==> config.mk <==
export PLATFORM = sky130hd
export DESIGN_NAME = spi_xfer_arbiter
export DESIGN_NICKNAME = d
export VERILOG_FILES = /design/src/rtl/spi_xfer_arbiter.sv
export SDC_FILE = /design/constraint.sdc
export NUM_CORES = 1
export LEC_CHECK = 0
export BUFFER_PORTS_ARGS = -buffer_cell sky130_fd_sc_hd__buf_2
export CAP_MARGIN = 15
export CORE_ASPECT_RATIO = 1.4
export CORE_MARGIN = 5
export CORE_UTILIZATION = 45
export CTS_BUF_LIST = sky130_fd_sc_hd__clkbuf_4
export CTS_CLUSTER_DIAMETER = 120
export DETAILED_ROUTE_END_ITERATION = 12
export PLACE_DENSITY = 0.73
export SLEW_MARGIN = 20
export SYNTH_ARGS = -nofsm -noshare
export SYNTH_HDL_FRONTEND = slang
export SYNTH_SLANG_ARGS = --single-unit
export TNS_END_PERCENT = 5
==> constraint.sdc <==
create_clock -name clk -period 3.3 [get_ports clk]
set_input_delay 0.165 -clock clk [delete_from_list [all_inputs] [get_ports clk]]
set_output_delay 0.165 -clock clk [all_outputs]
set_load 0.05 [all_outputs]
==> src/rtl/spi_xfer_arbiter.sv <==
// spi_xfer_arbiter: round-robin sharing of one SPI byte engine between requesters,
// with per-slave chip select, setup/hold/gap sequencing and a per-byte timeout.
module spi_xfer_arbiter #(
    parameter int NUM_REQ   = 4,
    parameter int MAX_LEN   = 16,
    parameter int SETUP_CYC = 2,
    parameter int HOLD_CYC  = 2,
    parameter int GAP_CYC   = 4,
    parameter int TIMEOUT   = 1024,
    localparam int LEN_W    = $clog2(MAX_LEN + 1)
) (
    input  logic                     clk,
    input  logic                     rst,
    input  logic [NUM_REQ-1:0]       i_req,
    input  logic [NUM_REQ*LEN_W-1:0] i_req_len,
    input  logic [NUM_REQ*8-1:0]     i_req_tx,
    output logic [NUM_REQ-1:0]       o_req_tx_ack,
    output logic [7:0]               o_rx_data,
    output logic [NUM_REQ-1:0]       o_rx_valid,
    output logic [NUM_REQ-1:0]       o_done,
    output logic [NUM_REQ-1:0]       o_err,
    output logic [NUM_REQ-1:0]       o_grant,
    output logic [NUM_REQ-1:0]       o_cs_n,
    output logic                     o_eng_start,
    output logic [7:0]               o_eng_tx,
    input  logic                     i_eng_busy,
    input  logic                     i_eng_done,
    input  logic [7:0]               i_eng_rx
);
    localparam int IDX_W   = (NUM_REQ > 1) ? $clog2(NUM_REQ) : 1;
    localparam int CNT_MAX = (SETUP_CYC > HOLD_CYC) ? ((SETUP_CYC > GAP_CYC) ? SETUP_CYC : GAP_CYC)
                                                    : ((HOLD_CYC > GAP_CYC) ? HOLD_CYC : GAP_CYC);
    localparam int CNT_W   = $clog2(CNT_MAX + 1);
    localparam int TMR_W   = $clog2(TIMEOUT + 1);

    typedef enum logic [2:0] {S_IDLE, S_SETUP, S_LAUNCH, S_WAIT, S_HOLD, S_GAP} state_t;

    state_t               r_state, w_state;
    logic [IDX_W-1:0]     r_ptr, w_ptr, r_idx, w_idx, w_win;
    logic [LEN_W-1:0]     r_rem, w_rem, w_win_raw, w_win_len;
    logic [CNT_W-1:0]     r_cnt, w_cnt;
    logic [TMR_W-1:0]     r_tmr, w_tmr;
    logic [NUM_REQ-1:0]   r_grant, w_grant, r_cs_n, w_cs_n;
    logic [NUM_REQ-1:0]   r_rx_valid, w_rx_valid, r_done, w_done, r_err, w_err;
    logic [NUM_REQ-1:0]   w_oh, w_win_oh;
    logic [7:0]           r_rx_data, w_rx_data, w_tx;
    logic                 w_found;

    function automatic logic [IDX_W-1:0] wrap(input int v);
        return IDX_W'((v >= NUM_REQ) ? v - NUM_REQ : v);
    endfunction

    // Descending scan so the lowest offset from the pointer wins.
    always_comb begin
        w_found = 1'b0;
        w_win   = '0;
        for (int k = NUM_REQ - 1; k >= 0; k--) begin
            if (i_req[wrap(int'(r_ptr) + k)]) begin
                w_found = 1'b1;
                w_win   = wrap(int'(r_ptr) + k);
            end
        end
    end

    always_comb begin
        w_win_raw = '0;
        w_tx      = '0;
        for (int k = 0; k < NUM_REQ; k++) begin
            if (IDX_W'(k) == w_win) w_win_raw = i_req_len[k*LEN_W +: LEN_W];
            if (IDX_W'(k) == r_idx) w_tx = i_req_tx[k*8 +: 8];
        end
        w_win_len = (w_win_raw > LEN_W'(MAX_LEN)) ? LEN_W'(MAX_LEN) : w_win_raw;
        w_oh      = NUM_REQ'(1) << r_idx;
        w_win_oh  = NUM_REQ'(1) << w_win;
    end

    always_comb begin
        w_state      = r_state;
        w_ptr        = r_ptr;
        w_idx        = r_idx;
        w_rem        = r_rem;
        w_cnt        = r_cnt;
        w_tmr        = r_tmr;
        w_grant      = r_grant;
        w_cs_n       = r_cs_n;
        w_rx_data    = r_rx_data;
        w_rx_valid   = '0;
        w_done       = '0;
        w_err        = '0;
        o_eng_start  = 1'b0;
        o_eng_tx     = '0;
        o_req_tx_ack = '0;
        case (r_state)
            S_IDLE: begin
                if (w_found) begin
                    w_idx = w_win;
                    w_ptr = (w_win == IDX_W'(NUM_REQ - 1)) ? '0 : w_win + 1'b1;
                    w_rem = w_win_len;
                    w_cnt = '0;
                    if (w_win_len == '0) begin
                        w_done  = w_win_oh;
                        w_state = S_GAP;
                    end else begin
                        w_grant = w_win_oh;
                        w_cs_n  = ~w_win_oh;
                        w_state = S_SETUP;
                    end
                end
            end
            S_SETUP: begin
                w_cnt   = (r_cnt == CNT_W'(SETUP_CYC - 1)) ? '0 : r_cnt + 1'b1;
                w_state = (r_cnt == CNT_W'(SETUP_CYC - 1)) ? S_LAUNCH : S_SETUP;
            end
            S_LAUNCH: begin
                if (!i_eng_busy) begin
                    o_eng_start  = 1'b1;
                    o_eng_tx     = w_tx;
                    o_req_tx_ack = w_oh;
                    w_tmr        = '0;
                    w_state      = S_WAIT;
                end
            end
            S_WAIT: begin
                if (i_eng_done) begin
                    w_rx_data  = i_eng_rx;
                    w_rx_valid = w_oh;
                    w_rem      = r_rem - 1'b1;
                    w_cnt      = '0;
                    w_state    = (r_rem == LEN_W'(1)) ? S_HOLD : S_LAUNCH;
                end else if (r_tmr == TMR_W'(TIMEOUT - 1)) begin
                    w_err   = w_oh;
                    w_cs_n  = '1;
                    w_grant = '0;
                    w_cnt   = '0;
                    w_state = S_GAP;
                end else begin
                    w_tmr = r_tmr + 1'b1;
                end
            end
            S_HOLD: begin
                if (r_cnt == CNT_W'(HOLD_CYC - 1)) begin
                    w_cs_n  = '1;
                    w_grant = '0;
                    w_done  = w_oh;
                    w_cnt   = '0;
                    w_state = S_GAP;
                end else begin
                    w_cnt = r_cnt + 1'b1;
                end
            end
            S_GAP: begin
                w_cnt   = (r_cnt == CNT_W'(GAP_CYC - 1)) ? '0 : r_cnt + 1'b1;
                w_state = (r_cnt == CNT_W'(GAP_CYC - 1)) ? S_IDLE : S_GAP;
            end
            default: w_state = S_IDLE;
        endcase
    end

    always_ff @(posedge clk or posedge rst) begin
        if (rst) begin
            r_state    <= S_IDLE;
            r_ptr      <= '0;
            r_idx      <= '0;
            r_rem      <= '0;
            r_cnt      <= '0;
            r_tmr      <= '0;
            r_grant    <= '0;
            r_cs_n     <= '1;
            r_rx_data  <= '0;
            r_rx_valid <= '0;
            r_done     <= '0;
            r_err      <= '0;
        end else begin
            r_state    <= w_state;
            r_ptr      <= w_ptr;
            r_idx      <= w_idx;
            r_rem      <= w_rem;
            r_cnt      <= w_cnt;
            r_tmr      <= w_tmr;
            r_grant    <= w_grant;
            r_cs_n     <= w_cs_n;
            r_rx_data  <= w_rx_data;
            r_rx_valid <= w_rx_valid;
            r_done     <= w_done;
            r_err      <= w_err;
        end
    end

    assign o_rx_data  = r_rx_data;
    assign o_rx_valid = r_rx_valid;
    assign o_done     = r_done;
    assign o_err      = r_err;
    assign o_grant    = r_grant;
    assign o_cs_n     = r_cs_n;
endmodule
==> results of run 1 <==
-- kinds of logic (layout without fill, tap and decap cells) --
| kind of cell | count (synthesis) | in the layout | share of synthesized area, % |
|---|---|---|---|
| AOI/OAI and AO/OA | 75 | 75 | 17.02 |
| xor gates and xnor gates | 6 | 6 | 1.632 |
| adders and majority gates | 11 | 11 | 4.273 |
| buffers and inverters | 42 | 152 | 5.478 |
| DFF | 54 | 54 | 42.11 |
| muxes | 16 | 16 | 8.392 |
| and+or+nand+nor | 133 | 133 | 21.10 |
-- cells in the mapped netlist, types with 2 or more instances --
cell                       number
sky130_fd_sc_hd__a211oi_1       2
sky130_fd_sc_hd__a21boi_0       3
sky130_fd_sc_hd__a21o_1         2
sky130_fd_sc_hd__a21oi_1       11
sky130_fd_sc_hd__a32o_1         5
sky130_fd_sc_hd__a32oi_1        4
sky130_fd_sc_hd__and2_1         9
sky130_fd_sc_hd__and3_1         4
sky130_fd_sc_hd__buf_1          2
sky130_fd_sc_hd__buf_2          3
sky130_fd_sc_hd__buf_6          2
sky130_fd_sc_hd__clkbuf_1      12
sky130_fd_sc_hd__dfrtp_1       50
sky130_fd_sc_hd__dfstp_2        4
sky130_fd_sc_hd__ha_1          11
sky130_fd_sc_hd__inv_1         23
sky130_fd_sc_hd__mux2_2         8
sky130_fd_sc_hd__mux4_2         8
sky130_fd_sc_hd__nand2_1       38
sky130_fd_sc_hd__nand2b_1       7
sky130_fd_sc_hd__nand3_1       16
sky130_fd_sc_hd__nand4_1        4
sky130_fd_sc_hd__nor2_1        29
sky130_fd_sc_hd__nor2b_1        3
sky130_fd_sc_hd__nor3_1         8
sky130_fd_sc_hd__nor3b_1        2
sky130_fd_sc_hd__nor4_1         5
sky130_fd_sc_hd__o211a_1        3
sky130_fd_sc_hd__o211ai_1       5
sky130_fd_sc_hd__o21ai_0       15
sky130_fd_sc_hd__o22a_1         3
sky130_fd_sc_hd__o22ai_1        6
sky130_fd_sc_hd__o31ai_1        2
sky130_fd_sc_hd__o32ai_1        2
sky130_fd_sc_hd__or2_2          2
sky130_fd_sc_hd__xnor2_1        6
-- flip-flops by register name, summed over array words and instances, names as in the netlist --
signal / flops
r_idx: 2
r_state: 3
r_cnt: 3
r_ptr: 2
r_rem: 5
o_grant: 4
o_rx_data: 8
o_err: 4
o_rx_valid: 4
r_tmr: 11
o_done: 4
o_cs_n: 4
-- power breakdown --
group	internal (mW)	switching [mW]	total (mW)
clock	0.165	0.220	0.385
sequential	0.857	0.240	1.10
combinational	0.648	1.12	1.77
-- layout make-up --
cell class	count	area (sq um)
Clock buffer	5	37.54
Clock inverter	3	48.80
Fill cell	620	2985
Inverter	23	86.33
Multi-Input combinational cell	241	1688
Sequential cell	54	1356
Tap cell	95	118.9
Timing Repair Buffer	121	660.6
-- how the worst max path moves through the flow --
stage / from / to / slack [ns] / depth (start not counted)
after floorplan: r_ptr[0] / o_grant[0] / 0.50 / 11
after global placement: r_ptr[0] / o_grant[1] / 0.27 / 10
after detailed placement: r_ptr[0] / o_grant[3] / 0.08 / 10
after CTS: r_ptr[0] / o_grant[3] / 0.05 / 10
after global routing: r_ptr[0] / o_grant[2] / -0.02 / 11
final: r_ptr[0] / o_grant[3] / 0.32 / 11
-- worst register-to-register path, stage by stage, from the launching register on --
cell and delay (ns):
sky130_fd_sc_hd__dfrtp_1 0.37, sky130_fd_sc_hd__inv_1 0.07, sky130_fd_sc_hd__a22o_1 0.20, sky130_fd_sc_hd__a211oi_1 0.47
sky130_fd_sc_hd__inv_1 0.13, sky130_fd_sc_hd__ha_1 0.33, sky130_fd_sc_hd__nor2_1 0.24, sky130_fd_sc_hd__o211ai_1 0.15
sky130_fd_sc_hd__a21oi_1 0.31, sky130_fd_sc_hd__nand4_1 0.15, sky130_fd_sc_hd__buf_4 0.21, sky130_fd_sc_hd__a32o_1 0.26
-- repair_timing --
action                                  4_1_cts  5_1_grt
hold endpoints to repair                     28        1
buffers inserted                              0        1
gates resized for setup                       0        0
endpoints found under the setup margin        0       12
hold buffers                                  8        1
-- metrics by stage --
| step | worst slack, ns | instance area, sq um | setup TNS, ns | hold slack, ns | utilization, % |
|---|---|---|---|---|---|
| global placement | 0.2662 | 3812 | 0 | 0.2575 | 54.61 |
| global route | -0.02420 | 3996 | -0.06918 | 0.06300 | 57.24 |
| CTS | 0.04582 | 3979 | 0 | 0.0002317 | 56.99 |
| finish | 0.3229 | 3996 | 0 | 0.06846 | 57.24 |
| detailed placement | 0.07531 | 3812 | 0 | 0.2599 | 54.61 |
| floorplan | 0.4950 | 3221 | 0 | 0.3154 | - |
-- metal layers --
metal	track usage [%]	routed length, um	vias to the layer above
met4	5.918	134	0
met5	0	0	-
met1	24.17	3451	1438
li1	-	-	1430
met2	34.38	4718	88
met3	3.333	405	10
==> flow_results.org, run 1 <==
** Run status
- Status :: completed

** Synthesis
- Top_reg_cell synth :: sky130_fd_sc_hd__dfrtp_1
- Leading area contributor after synthesis :: sky130_fd_sc_hd__dfrtp_1
- Summed instance area of the synthesized netlist :: 3221 sq um
- In this run, distinct cell masters in the synthesized netlist total 54.
- Count of state elements after synthesis :: 54
- Number of enable flip-flop cells after synthesis :: 0
- Post-synthesis cell count :: 337
- Avg Cell Area, Syn :: 9.557 sq um
- Synthesis Warnings :: 0
- In the post-synthesis netlist, the biggest area contributors are sky130_fd_sc_hd__dfrtp_1, sky130_fd_sc_hd__mux4_2, sky130_fd_sc_hd__nand2_1.
- Sequential share of the synthesized area :: 42.11%
- The top cell type by area accounts for 38.85% of the synthesized area.
- Of all flip-flops after synthesis, the portion carrying an async set or reset was 100.0%.
- Post-Syn Nets :: 416

** Final layout
- After the last flow step, the layout net total stands at 525.
- In the final layout, the share of cells above drive strength 1 is 33.11%.
- Commonest non-fill, non-tap cells in the layout :: sky130_fd_sc_hd__buf_2, sky130_fd_sc_hd__dfrtp_1, sky130_fd_sc_hd__nand2_1, sky130_fd_sc_hd__nor2_1, sky130_fd_sc_hd__inv_1
- Leaving out fill and tap cells, the most frequent cell in the layout is sky130_fd_sc_hd__buf_2.
- The finished layout holds 542 standard cells, fillers aside.
- Number of diodes added for antenna fixing :: 0
- Compared with the post-synthesis result, the final layout area differs by 24.09%.

** Worst setup path
- The number of cells on the worst reg-to-reg path is 11.
- Worst setup path class :: reg -> reg
- Required time at the worst-slack endpoint :: 3.58 ns
- STA classifies the critical path startpoint as a register.
- Of all nets on the critical path, the largest fanout is 12.
- List of cells traversed by the critical path :: inv_1 > a22o_1 > a211oi_1 > inv_1 > ha_1 > nor2_1 > o211ai_1 > a21oi_1 > nand4_1 > buf_4 > a32o_1
- Crit-path slowest cell :: sky130_fd_sc_hd__a211oi_1
- Sort of element at the end of the critical path :: register
- Grouping stages by cell kind, the critical path spends the most delay in compound AO/OA/AOI/OAI gates.
- The worst register-to-register path ends at o_grant[3].
- Together, buffers and inverters on the worst path number 3.
- Crit path largest cell delay :: 0.47 ns
- Most prevalent standard cell on the critical path :: sky130_fd_sc_hd__inv_1
- Arrival time of the worst setup path :: 3.26 ns
- The worst register-to-register path has a setup slack of 0.32 ns.
- The startpoint identified for the worst register-to-register timing path is r_ptr[0].

** Route
- Count of antenna-violating nets left after detailed routing :: 0
- Routed via count :: 2966
- After the first detailed-routing iteration, the DRC count stood at 182.
- Dividing the detail-routed wire length by the instance count gives 16.07 um.
- First-pass DRT Iterations :: 4
- In the routed design, unresolved DRC markers number 0.
- Detailed-route wire length :: 8.709 mm
- Using the TritonRoute via totals, the vias-per-cell ratio works out to 5.472.

** Floorplanning
- After floorplanning, the core was divided into 36 placement rows.
- After floorplanning, the core was sized to cover 6982 sq um.
- Total die area :: 8973 sq um
- Die Ht :: 110.1 um
- The floorplan step set the die width to 81.50 um.
- I/O pin count :: 109
- Once the floorplan was initialized, standard cells occupied 46.13% of the core.

** CTS
- CTS max path bufs :: 2
- Clk Latency, worst-skew pair :: 0.38 ns
- The H-tree was split into 2 levels.
- Clk root buf :: sky130_fd_sc_hd__clkbuf_4
- CTS Sinks :: 54
- Cts bufs inserted :: 5
- Clock-pin slew was measured on the worst setup and hold paths at 0.15 ns.
- CTS tree :: yes

** STA
- The clock period could shrink to 2.977 ns.
- Slew Limit Headroom :: 49.89%
- Final slew viol count :: 0
- The worst path uses 90.22% of the clock period.
- Final count of negative-setup-slack endpoints :: 0
- The count of endpoints failing hold in the final timing report came to 0.
- Clock Skews :: 0.01366 ns
- For this run, the top clock speed supported by timing is 335.9 MHz.
- For the pin with the worst max-slew slack, the measured transition is 0.7517 ns.

** Placement
- Routability-driven placement finished with a final weighted congestion of 0.8629.
- Port buffering added 108 buffers.
- The number of placed instances, taps included, is 524.
- The HPWL after detailed placement is 6.699 mm.

** GRT
- GRT overflow :: 0
- The initial antenna violation count is 0.
- Global-route total usage across every layer :: 19.53%
- Entering global routing, the biggest net connects 30 pins.
- Vias in the first global route :: 2965
- The first global-routing pass estimated 13.71 mm of wire.

** Power and ir drop
- In this run the static leakage power is 1.944 nW.
- Total power for the finished layout comes to 3.246 mW.
- For this design the ratio of total power to cell area is 812.4 nW/um^2.
- Across the VDD grid, the largest voltage drop is 560.5 uV.

** Hold path
- Worst hold start :: i_eng_busy
- Min-Delay Endpoint :: r_state[1]
- Cell depth of the worst hold path :: 2
- The path class of the tightest hold or removal check is in -> reg.

** Flow run
- Max_cap viols :: 0
(Power assumes the default switching activity.)
==> inputs of run 2 (changes only) <==
--- a/config.mk
+++ b/config.mk
@@ -7,13 +7,15 @@
 export LEC_CHECK = 0
 export BUFFER_PORTS_ARGS = -buffer_cell sky130_fd_sc_hd__buf_2
 export CAP_MARGIN = 15
+export CELL_PAD_IN_SITES_DETAIL_PLACEMENT = 1
+export CELL_PAD_IN_SITES_GLOBAL_PLACEMENT = 2
 export CORE_ASPECT_RATIO = 1.4
 export CORE_MARGIN = 5
-export CORE_UTILIZATION = 45
+export CORE_UTILIZATION = 31
 export CTS_BUF_LIST = sky130_fd_sc_hd__clkbuf_4
 export CTS_CLUSTER_DIAMETER = 120
 export DETAILED_ROUTE_END_ITERATION = 12
-export PLACE_DENSITY = 0.73
+export PLACE_DENSITY_LB_ADDON = 0.1
 export SLEW_MARGIN = 20
 export SYNTH_ARGS = -nofsm -noshare
 export SYNTH_HDL_FRONTEND = slang
==> run 2 against run 1 <==
Sequential cell count did not move. Combinational power hardly changed. Sequential power barely moved. Utilization fell by 18 points. Final cell count up 8.1%. Clock power up 3%. Hold slack worse by 0.031 ns.
==> flow_results.org, run 2 (synthesis gave the netlist of run 1 again) <==
** Floorplanning
- Site row count :: 44 (+22%)
- Core Footprint :: 10290 sq um (+47%)
- The floorplan die height is 130.6 um (+19%).
- Die span in x :: 96.15 um (+18%)
- I/O pin count :: 109 (unchanged)
- Total die area :: 12560 sq um (+40%)
- Starting utilization of the core area :: 31.28% (-15 points)

** CTS
- TritonCTS built the clock tree.
- The total CTS buffers came to 5 (unchanged).
- The number of clock sinks seen by CTS was 54 (unchanged).
- The clock-pin slew reported for the worst setup and hold paths after clock tree synthesis was 0.17 ns (+0.02 ns).
- The root buffer cell chosen for the clock tree is sky130_fd_sc_hd__clkbuf_4.
- The maximum root-to-sink buffer count is 2 (unchanged).
- The number of buffers inserted by post-CTS setup repair was 0 (unchanged).
- H-tree level count :: 2 (unchanged)
- Clk Latency, worst-skew pair :: 0.40 ns (+0.02 ns)

** Worst setup path
- Crit-path slowest cell :: sky130_fd_sc_hd__dfrtp_1
- The critical path in this run is classified as reg -> reg.
- The required time at the worst-slack endpoint came to 3.62 ns (+0.04 ns).
- The slack of the worst reg-to-reg path came to 0.29 ns (-0.03 ns).
- Sort of element at the end of the critical path :: register
- Crit path largest cell delay :: 0.46 ns (about the same)
- The worst setup path is launched from a register.
- The highest net fanout along the worst path came to 10 (-2).
- List of cells traversed by the critical path :: a21oi_1 > o21ai_0 > nand2_1 > o21ai_1 > inv_1 > ha_1 > nand2b_1 > o22a_1 > a21oi_1 > nand4_1 > buf_4 > a32o_1
- Most prevalent standard cell on the critical path :: sky130_fd_sc_hd__a21oi_1
- Arrival time of the worst setup path :: 3.33 ns (+0.07 ns)

** Final layout
- Number of diodes added for antenna fixing :: 0 (unchanged)
- The number of nets in the layout was 526 (+0.19%).
- Register name with the most flops :: r_tmr
- The flip-flop count of the largest register, all copies and words added was 11 (unchanged).
- Share of post-route cells with drive strength above 1 :: 33.26% (+0.15 points)
- Leaving out fill and tap cells, the most frequent cell in the layout is sky130_fd_sc_hd__buf_2.
- Layout fillers :: 1277 (+110%)
- Synth-to-layout area growth :: 25.95%
- Commonest non-fill, non-tap cells in the layout :: sky130_fd_sc_hd__buf_2, sky130_fd_sc_hd__dfrtp_1, sky130_fd_sc_hd__nand2_1, sky130_fd_sc_hd__nor2_1, sky130_fd_sc_hd__inv_1

** GRT
- Vias in the first global route :: 3150 (+6.2%)
- The global route total overflow is 0 (unchanged).
- Initial antenna violation count :: 0 (unchanged)
- Pin count of the biggest net entering global routing :: 35 (+17%)
- Wire length of the first global-routing pass :: 15.91 mm (+16%)
- Global-route total usage across every layer :: 16.50% (-3.0 points)

** STA
- Setup repair after global routing left no endpoint under its margin.
- The setup total negative slack came to 0 ns (unchanged).
- The worst clock skew on the final layout was 0.01638 ns (+0.002726 ns).
- The final count of negative-setup-slack endpoints was 0 (unchanged).
- The minimum clock period after layout was 3.011 ns (+0.03384 ns).
- Final slew viol count :: 0 (unchanged)
- The transition at the pin with the smallest max-transition slack was 0.7957 ns (+0.04406 ns).
- The worst-case setup margin in the final layout was 0.2890 ns (-0.03384 ns).
- The count of endpoints failing hold in the final timing report is 0 (unchanged).
- Slew Limit Headroom :: 46.95% (-2.9 points)
- The maximum frequency from static timing analysis was 332.1 MHz (-1.1%).
- Final worst path period share :: 91.24% (+1.0 points)

** Placement
- The port buffer count came to 108 (unchanged).
- The weighted congestion reported at the end of routability-driven placement is 0.7890 (-8.6%).
- The setup slack after placement is 0.1478 ns (+0.07253 ns).
- Total half-perimeter wirelength after legalization and detailed placement :: 7.633 mm (+14%)

** Route
- Detailed-route DRC error count :: 0 (unchanged)
- The number of nets with antenna violations after routing was 0 (unchanged).
- The routed via count was 2944 (-0.74%).
- Average wire per standard cell :: 17.35 um (+8.0%)
- The average vias per placed instance is 5.024 (-8.2%).
- The total routed wirelength was 10.17 mm (+17%).
- Detailed Route Iter0 Violations :: 50 (-73%)
- First-pass DRT Iterations :: 4 (unchanged)

** Power and ir drop
- The leakage power of the design was 1.951 nW (+0.33%).
- Maximum ir drop on the vdd rail :: 343.3 uV (-39%)
- The power density of the placed cells is 812.6 nW/um^2 (about the same).

** Run status
- Status :: completed

** Hold path
- Classification of the worst-slack hold path :: in -> reg

** Flow run
- The number of max-capacitance violations reported came to 0 (unchanged).
## run 2: worst max-delay path, delay by kind of cell (launching register included)
kind            cells  cell delay [ns]
buf+inv             2             0.39
compound gates      6             1.13
fa+ha+maj           1             0.33
flops               1             0.46
simple gates        3             0.62
## run 2: worst paths after layout
path,from,end,cells past startpoint
min reg2reg,o_cs_n[1],o_cs_n[1],2
max reg2reg,r_ptr[1],o_grant[0],12
max in group asynchronous,rst,o_cs_n[3],4
min in group asynchronous,rst,o_done[2],3
min,i_eng_busy,r_state[1],2
max,r_ptr[1],o_grant[0],12
## run 2: report_power, final
group	switching (mW)	internal (mW)
logic	1.14	0.652
registers	0.254	0.856
clock network	0.237	0.160
## run 2: layout make-up
cell class | count | area [sq um] | share of cell area (%)
clock inverter | 3 | 42.54 | 1.049
multi-input combinational | 241 | 1693 | 41.73
clock buffer | 5 | 37.54 | 0.9254
inverter | 23 | 86.33 | 2.128
sequential | 54 | 1356 | 33.44
timing repair buffer | 122 | 668.1 | 16.47
tap | 138 | 172.7 | 4.257
## run 2: per-stage QoR
stage | hold WS (ns) | total power, mW | area, sq um | utilization (%) | instances
after floorplan | 0.3154 | 2.450 | 3221 | - | 337
final | 0.03704 | 3.296 | 4056 | 39.40 | 586
after detailed placement | 0.3696 | 2.923 | 3881 | 37.70 | 569
after global placement | 0.3621 | 2.887 | 3881 | 37.70 | 569
after CTS | 0.01946 | 3.340 | 4051 | 39.35 | 586
after global routing | 0.05023 | 3.560 | 4056 | 39.40 | 586
## run 2: timing repair
action / in CTS / in global routing
hold buffers: 9 / 0
endpoints found under the hold margin: 40 / 0
gates resized for setup: 0 / 2
endpoints found under the setup margin: 0 / 8
## run 2: routing by layer
| metal | part of all wire, % | track usage, % |
|---|---|---|
| met1 | 40 | 19.00 |
| met2 | 53 | 30.46 |
| met3 | 4.9 | 3.036 |
| met4 | 1.4 | 4.941 |
| met5 | 0 | 0 |
==> inputs of run 3 (changes only) <==
--- a/config.mk
+++ b/config.mk
@@ -5,13 +5,14 @@
 export SDC_FILE = /design/constraint.sdc
 export NUM_CORES = 1
 export LEC_CHECK = 0
+export ABC_AREA = 1
 export BUFFER_PORTS_ARGS = -buffer_cell sky130_fd_sc_hd__buf_2
 export CAP_MARGIN = 15
 export CELL_PAD_IN_SITES_DETAIL_PLACEMENT = 1
 export CELL_PAD_IN_SITES_GLOBAL_PLACEMENT = 2
 export CORE_ASPECT_RATIO = 1.4
 export CORE_MARGIN = 5
-export CORE_UTILIZATION = 31
+export CORE_UTILIZATION = 29
 export CTS_BUF_LIST = sky130_fd_sc_hd__clkbuf_4
 export CTS_CLUSTER_DIAMETER = 120
 export DETAILED_ROUTE_END_ITERATION = 12
==> run 3 against run 2 <==
Hold slack improved by 0.058 ns. Sequential power fell by 7%. Sequential share of layout area fell by 1.8 points. Critical endpoint is now o_grant[1]. Cell area rose by 5.9%. Wire length rose by 8.5%. Die area rose by 13%. Clock power fell by 20%. Via count rose by 16%. Critical path type unchanged. Synthesized area rose by 6.7%. Sequential cell count did not move. Clock skew fell by 0.0026 ns.
==> flow_results.org, run 3 <==
** Final layout
- More flip-flops sit in one register than any other, and that register is r_tmr.
- In the layout the commonest cells are sky130_fd_sc_hd__nand2_1, sky130_fd_sc_hd__buf_2, sky130_fd_sc_hd__nor2_1, sky130_fd_sc_hd__dfrtp_1, sky130_fd_sc_hd__inv_1.
- The number of nets in the layout was 663 (+26%).
- The number of non-filler instances in the completed layout is 733 (+25%).
- Leaving out fill and tap cells, the most frequent cell in the layout is sky130_fd_sc_hd__nand2_1.
- Number of flip-flops in the largest register :: 11 (unchanged)
- The fraction of final layout cells sized beyond drive strength 1 was 28.03% (-5.2 points).
- The area growth from synthesis to layout is 24.97%.

** Route
- The met3 wire length is 329 um (-34%).
- Detailed Route Iter0 Violations :: 87 (+74%)
- Routed via count :: 3413 (+16%)
- In this run the top signal layer used is met4.
- Length of routed wiring on met1 :: 4.345 mm (+6.5%)
- Average wire per standard cell :: 15.04 um (-13%)
- Ratio of routed vias to standard cells :: 4.656 (-7.3%)
- The total routed wirelength came to 11.03 mm (+8.5%).
- Detailed-route DRC error count :: 0 (unchanged)
- Count of antenna-violating nets left after detailed routing :: 0 (unchanged)
- The routed length on met2 was 6.200 mm (+14%).
- First-pass DRT Iterations :: 4 (unchanged)

** Floorplanning
- The die footprint came to 14160 sq um (+13%).
- Starting utilization of the core area :: 29.37% (-1.9 points)
- Die span in x :: 102.0 um (+6.1%)
- The floorplan die height is 138.8 um (+6.3%).
- The area inside the core boundary came to 11700 sq um (+14%).
- I/O pin count :: 109 (unchanged)
- The total number of placement rows was 47 (+6.8%).

** CTS
- CTS max path bufs :: 2 (unchanged)
- Clk Latency, worst-skew pair :: 0.40 ns (about the same)
- H-tree level count :: 2 (unchanged)
- The number of buffers inserted by post-CTS setup repair was 0 (unchanged).
- CTS Sinks :: 54 (unchanged)
- The root buffer cell chosen for the clock tree is sky130_fd_sc_hd__clkbuf_4.
- CTS tree :: yes
- The total CTS buffers is 5 (unchanged).
- The clock-pin slew reported for the worst setup and hold paths after clock tree synthesis is 0.17 ns (about the same).

** GRT
- Global-route total usage across every layer :: 15.81% (-0.69 points)
- Initial antenna violation count :: 1 (+1)
- The maximum number of pins on one net before global-route repair came to 41 (+17%).
- The wire length of the first global-routing pass is 17.88 mm (+12%).
- Vias in the first global route :: 3628 (+15%)
- The global route total overflow is 0 (unchanged).

** STA
- The setup total negative slack was 0 ns (unchanged).
- Shortest clock period the worst path allows after layout :: 2.854 ns (-0.1565 ns)
- Clock Skews :: 0.01377 ns (-0.002613 ns)
- Final Hold Fails :: 0 (unchanged)
- The transition at the pin with the smallest max-transition slack is 0.8927 ns (+0.09695 ns).
- RSZ-0062 raised after global routing :: no
- Worst hold slack after final layout :: 0.09534 ns (+0.05831 ns)
- Max Clk Rate :: 350.3 MHz (+5.5%)
- Slew Limit Headroom :: 40.40% (-6.6 points)
- Final count of negative-setup-slack endpoints :: 0 (unchanged)
- Final slew viol count :: 0 (unchanged)
- The period utilization is 86.50% (-4.7 points).

** Synthesis
- Top_reg_cell synth :: sky130_fd_sc_hd__dfrtp_1
- The number of distinct library cells after synthesis came to 38 (-30%).
- The average cell area after synthesis was 7.423 sq um (-22%).
- The area of the mapped netlist is 3437 sq um (+6.7%).
- Post-synthesis cell count :: 463 (+37%)
- Post-Syn Nets :: 542 (+30%)
- Fraction of synthesis flops using an asynchronous set or reset pin :: 100.0% (unchanged)
- The area share of the largest cell type after synthesis came to 36.40% (-2.4 points).
- The sequential element share of the synthesized area is 39.46% (-2.7 points).
- The number of synthesis warnings was 0 (unchanged).
- Top post-synthesis cells by area :: sky130_fd_sc_hd__dfrtp_1, sky130_fd_sc_hd__nand2_1, sky130_fd_sc_hd__nor2_1
- The commonest cells after synthesis are sky130_fd_sc_hd__nand2_1, sky130_fd_sc_hd__dfrtp_1, sky130_fd_sc_hd__nor2_1, sky130_fd_sc_hd__inv_1, sky130_fd_sc_hd__nand3_1.
- Leading area contributor after synthesis :: sky130_fd_sc_hd__dfrtp_1
- Number of enable flip-flop cells after synthesis :: 0 (unchanged)
- Yosys instantiated no cell more often than sky130_fd_sc_hd__nand2_1.
- Count of state elements after synthesis :: 54 (unchanged)

** Power and ir drop
- The worst IR drop on VDD was 437.3 uV (+27%).
- The power density of the placed cells was 989.0 nW/um^2 (+22%).
- Leak pwr :: 2.249 nW (+15%)
- The overall power was 4.248 mW (+29%).

** Worst setup path
- The required time at the worst-slack endpoint is 3.60 ns (-0.02 ns).
- The depth of the worst register-to-register path is 19 (+7).
- Biggest fanout along the worst timing path :: 10 (unchanged)
- Reg-to-reg setup timing slack :: 0.45 ns (+0.16 ns)
- Destination of the critical timing path :: o_grant[1]
- The data arrival time of the critical path came to 3.15 ns (-0.18 ns).
- Worst r2r dst :: o_grant[1]
- Startpoint kind of the worst setup timing path :: register
- Sort of element at the end of the critical path :: register
- Launch point of the critical path :: r_ptr[0]
- The critical path is of the reg -> reg type.
- Worst R2R Start :: r_ptr[0]

** Placement
- Total half-perimeter wirelength after legalization and detailed placement :: 8.969 mm (+18%)
- The port buffer count was 108 (unchanged).
- Routability Congestion :: 0.8283 (+5.0%)
- Post-Place Cells :: 715 (+26%)

** Hold path
- Classification of the worst-slack hold path :: in -> reg

** Run status
- Status :: completed

** Flow run
- Max_cap viols :: 0 (unchanged)
-- run 3: cell types whose count changed after synthesis, sizes merged, moves of 6 or more --
cell and delta:
xor2 +6, and2 -9, clkbuf -12, nand2 +109, xnor2 -6, o21ai +25, nor2 +30, nand2b -7
inv +34, nand3 +19, mux4 -8
-- run 3: critical path: stages, from the launching register on --
cell,delay [ns]
sky130_fd_sc_hd__dfrtp_2,0.48
sky130_fd_sc_hd__inv_2,0.12
sky130_fd_sc_hd__nand2_1,0.08
sky130_fd_sc_hd__nand3_1,0.09
sky130_fd_sc_hd__nand2_1,0.09
sky130_fd_sc_hd__nand3_1,0.07
sky130_fd_sc_hd__nand3_1,0.10
sky130_fd_sc_hd__o21ai_2,0.22
sky130_fd_sc_hd__inv_1,0.10
sky130_fd_sc_hd__ha_1,0.31
sky130_fd_sc_hd__nor2_1,0.22
sky130_fd_sc_hd__nand2_1,0.07
sky130_fd_sc_hd__nand2_1,0.06
sky130_fd_sc_hd__nand2_1,0.04
sky130_fd_sc_hd__nand2_1,0.05
sky130_fd_sc_hd__nand2_1,0.18
sky130_fd_sc_hd__nand4_4,0.24
sky130_fd_sc_hd__nand2_4,0.10
sky130_fd_sc_hd__nand2_1,0.07
sky130_fd_sc_hd__nand2_1,0.05
-- run 3: logic make-up after synthesis --
logic type	after synthesis	share of synthesized area [%]
mux	8	2.621
simple gates	255	34.15
buf+inv	64	7.717
xor+xnor	6	1.529
compound gates	65	10.52
fa+ha+maj	11	4.004
flops	54	39.46
-- run 3: area by class of cell --
| cell class | count | area, sq um |
|---|---|---|
| Antenna cell | 1 | 2.502 |
| Tap cell | 147 | 183.9 |
| Clock buffer | 5 | 37.54 |
| Clock inverter | 3 | 23.77 |
| Sequential cell | 54 | 1358 |
| Fill cell | 1536 | 7407 |
| Timing Repair Buffer | 120 | 653.1 |
| Inverter | 58 | 217.7 |
| Multi-Input combinational cell | 345 | 1819 |
-- run 3: worst min-delay path by stage --
stage | cells past startpoint | endpoint | from | slack [ns]
4_1_cts | 3 | r_tmr[2] | i_eng_busy | 0.09
3_3_place_gp | 2 | o_rx_data[7] | i_eng_rx[7] | 0.38
5_1_grt | 3 | r_tmr[2] | i_eng_busy | 0.09
3_5_place_dp | 2 | o_rx_data[7] | i_eng_rx[7] | 0.38
2_1_floorplan | 1 | o_rx_data[3] | i_eng_rx[3] | 0.30
6_report | 3 | r_tmr[2] | i_eng_busy | 0.1
-- run 3: layer usage --
metal | up-vias | GRT usage (%)
met2 | 54 | 30.39
met4 | 0 | 4.077
met3 | 9 | 2.063
met5 | - | 0
li1 | 1729 | -
met1 | 1621 | 17.70
-- run 3: power breakdown --
| group | total, mW | switching (mW) | leakage [nW] | internal, mW |
|---|---|---|---|---|
| logic | 2.90 | 2.07 | 1.52 | 0.828 |
| clock network | 0.320 | 0.235 | 0.0278 | 0.0858 |
| registers | 1.03 | 0.149 | 0.701 | 0.882 |
-- run 3: metrics by stage --
stage	instance area [sq um]	setup WS, ns	utilization [%]
3_3_place_gp	4136	0.5016	35.35
2_1_floorplan	3437	0.5529	-
3_5_place_dp	4136	0.2999	35.35
5_1_grt	4295	0.05100	36.70
6_report	4295	0.4455	36.70
4_1_cts	4288	0.2760	36.64
-- run 3: what timing repair did --
action,4_1_cts,5_1_grt
hold buffers,9,0
endpoints found under the hold margin,43,0
gates resized for setup,0,2
setup endpoints to repair,0,11
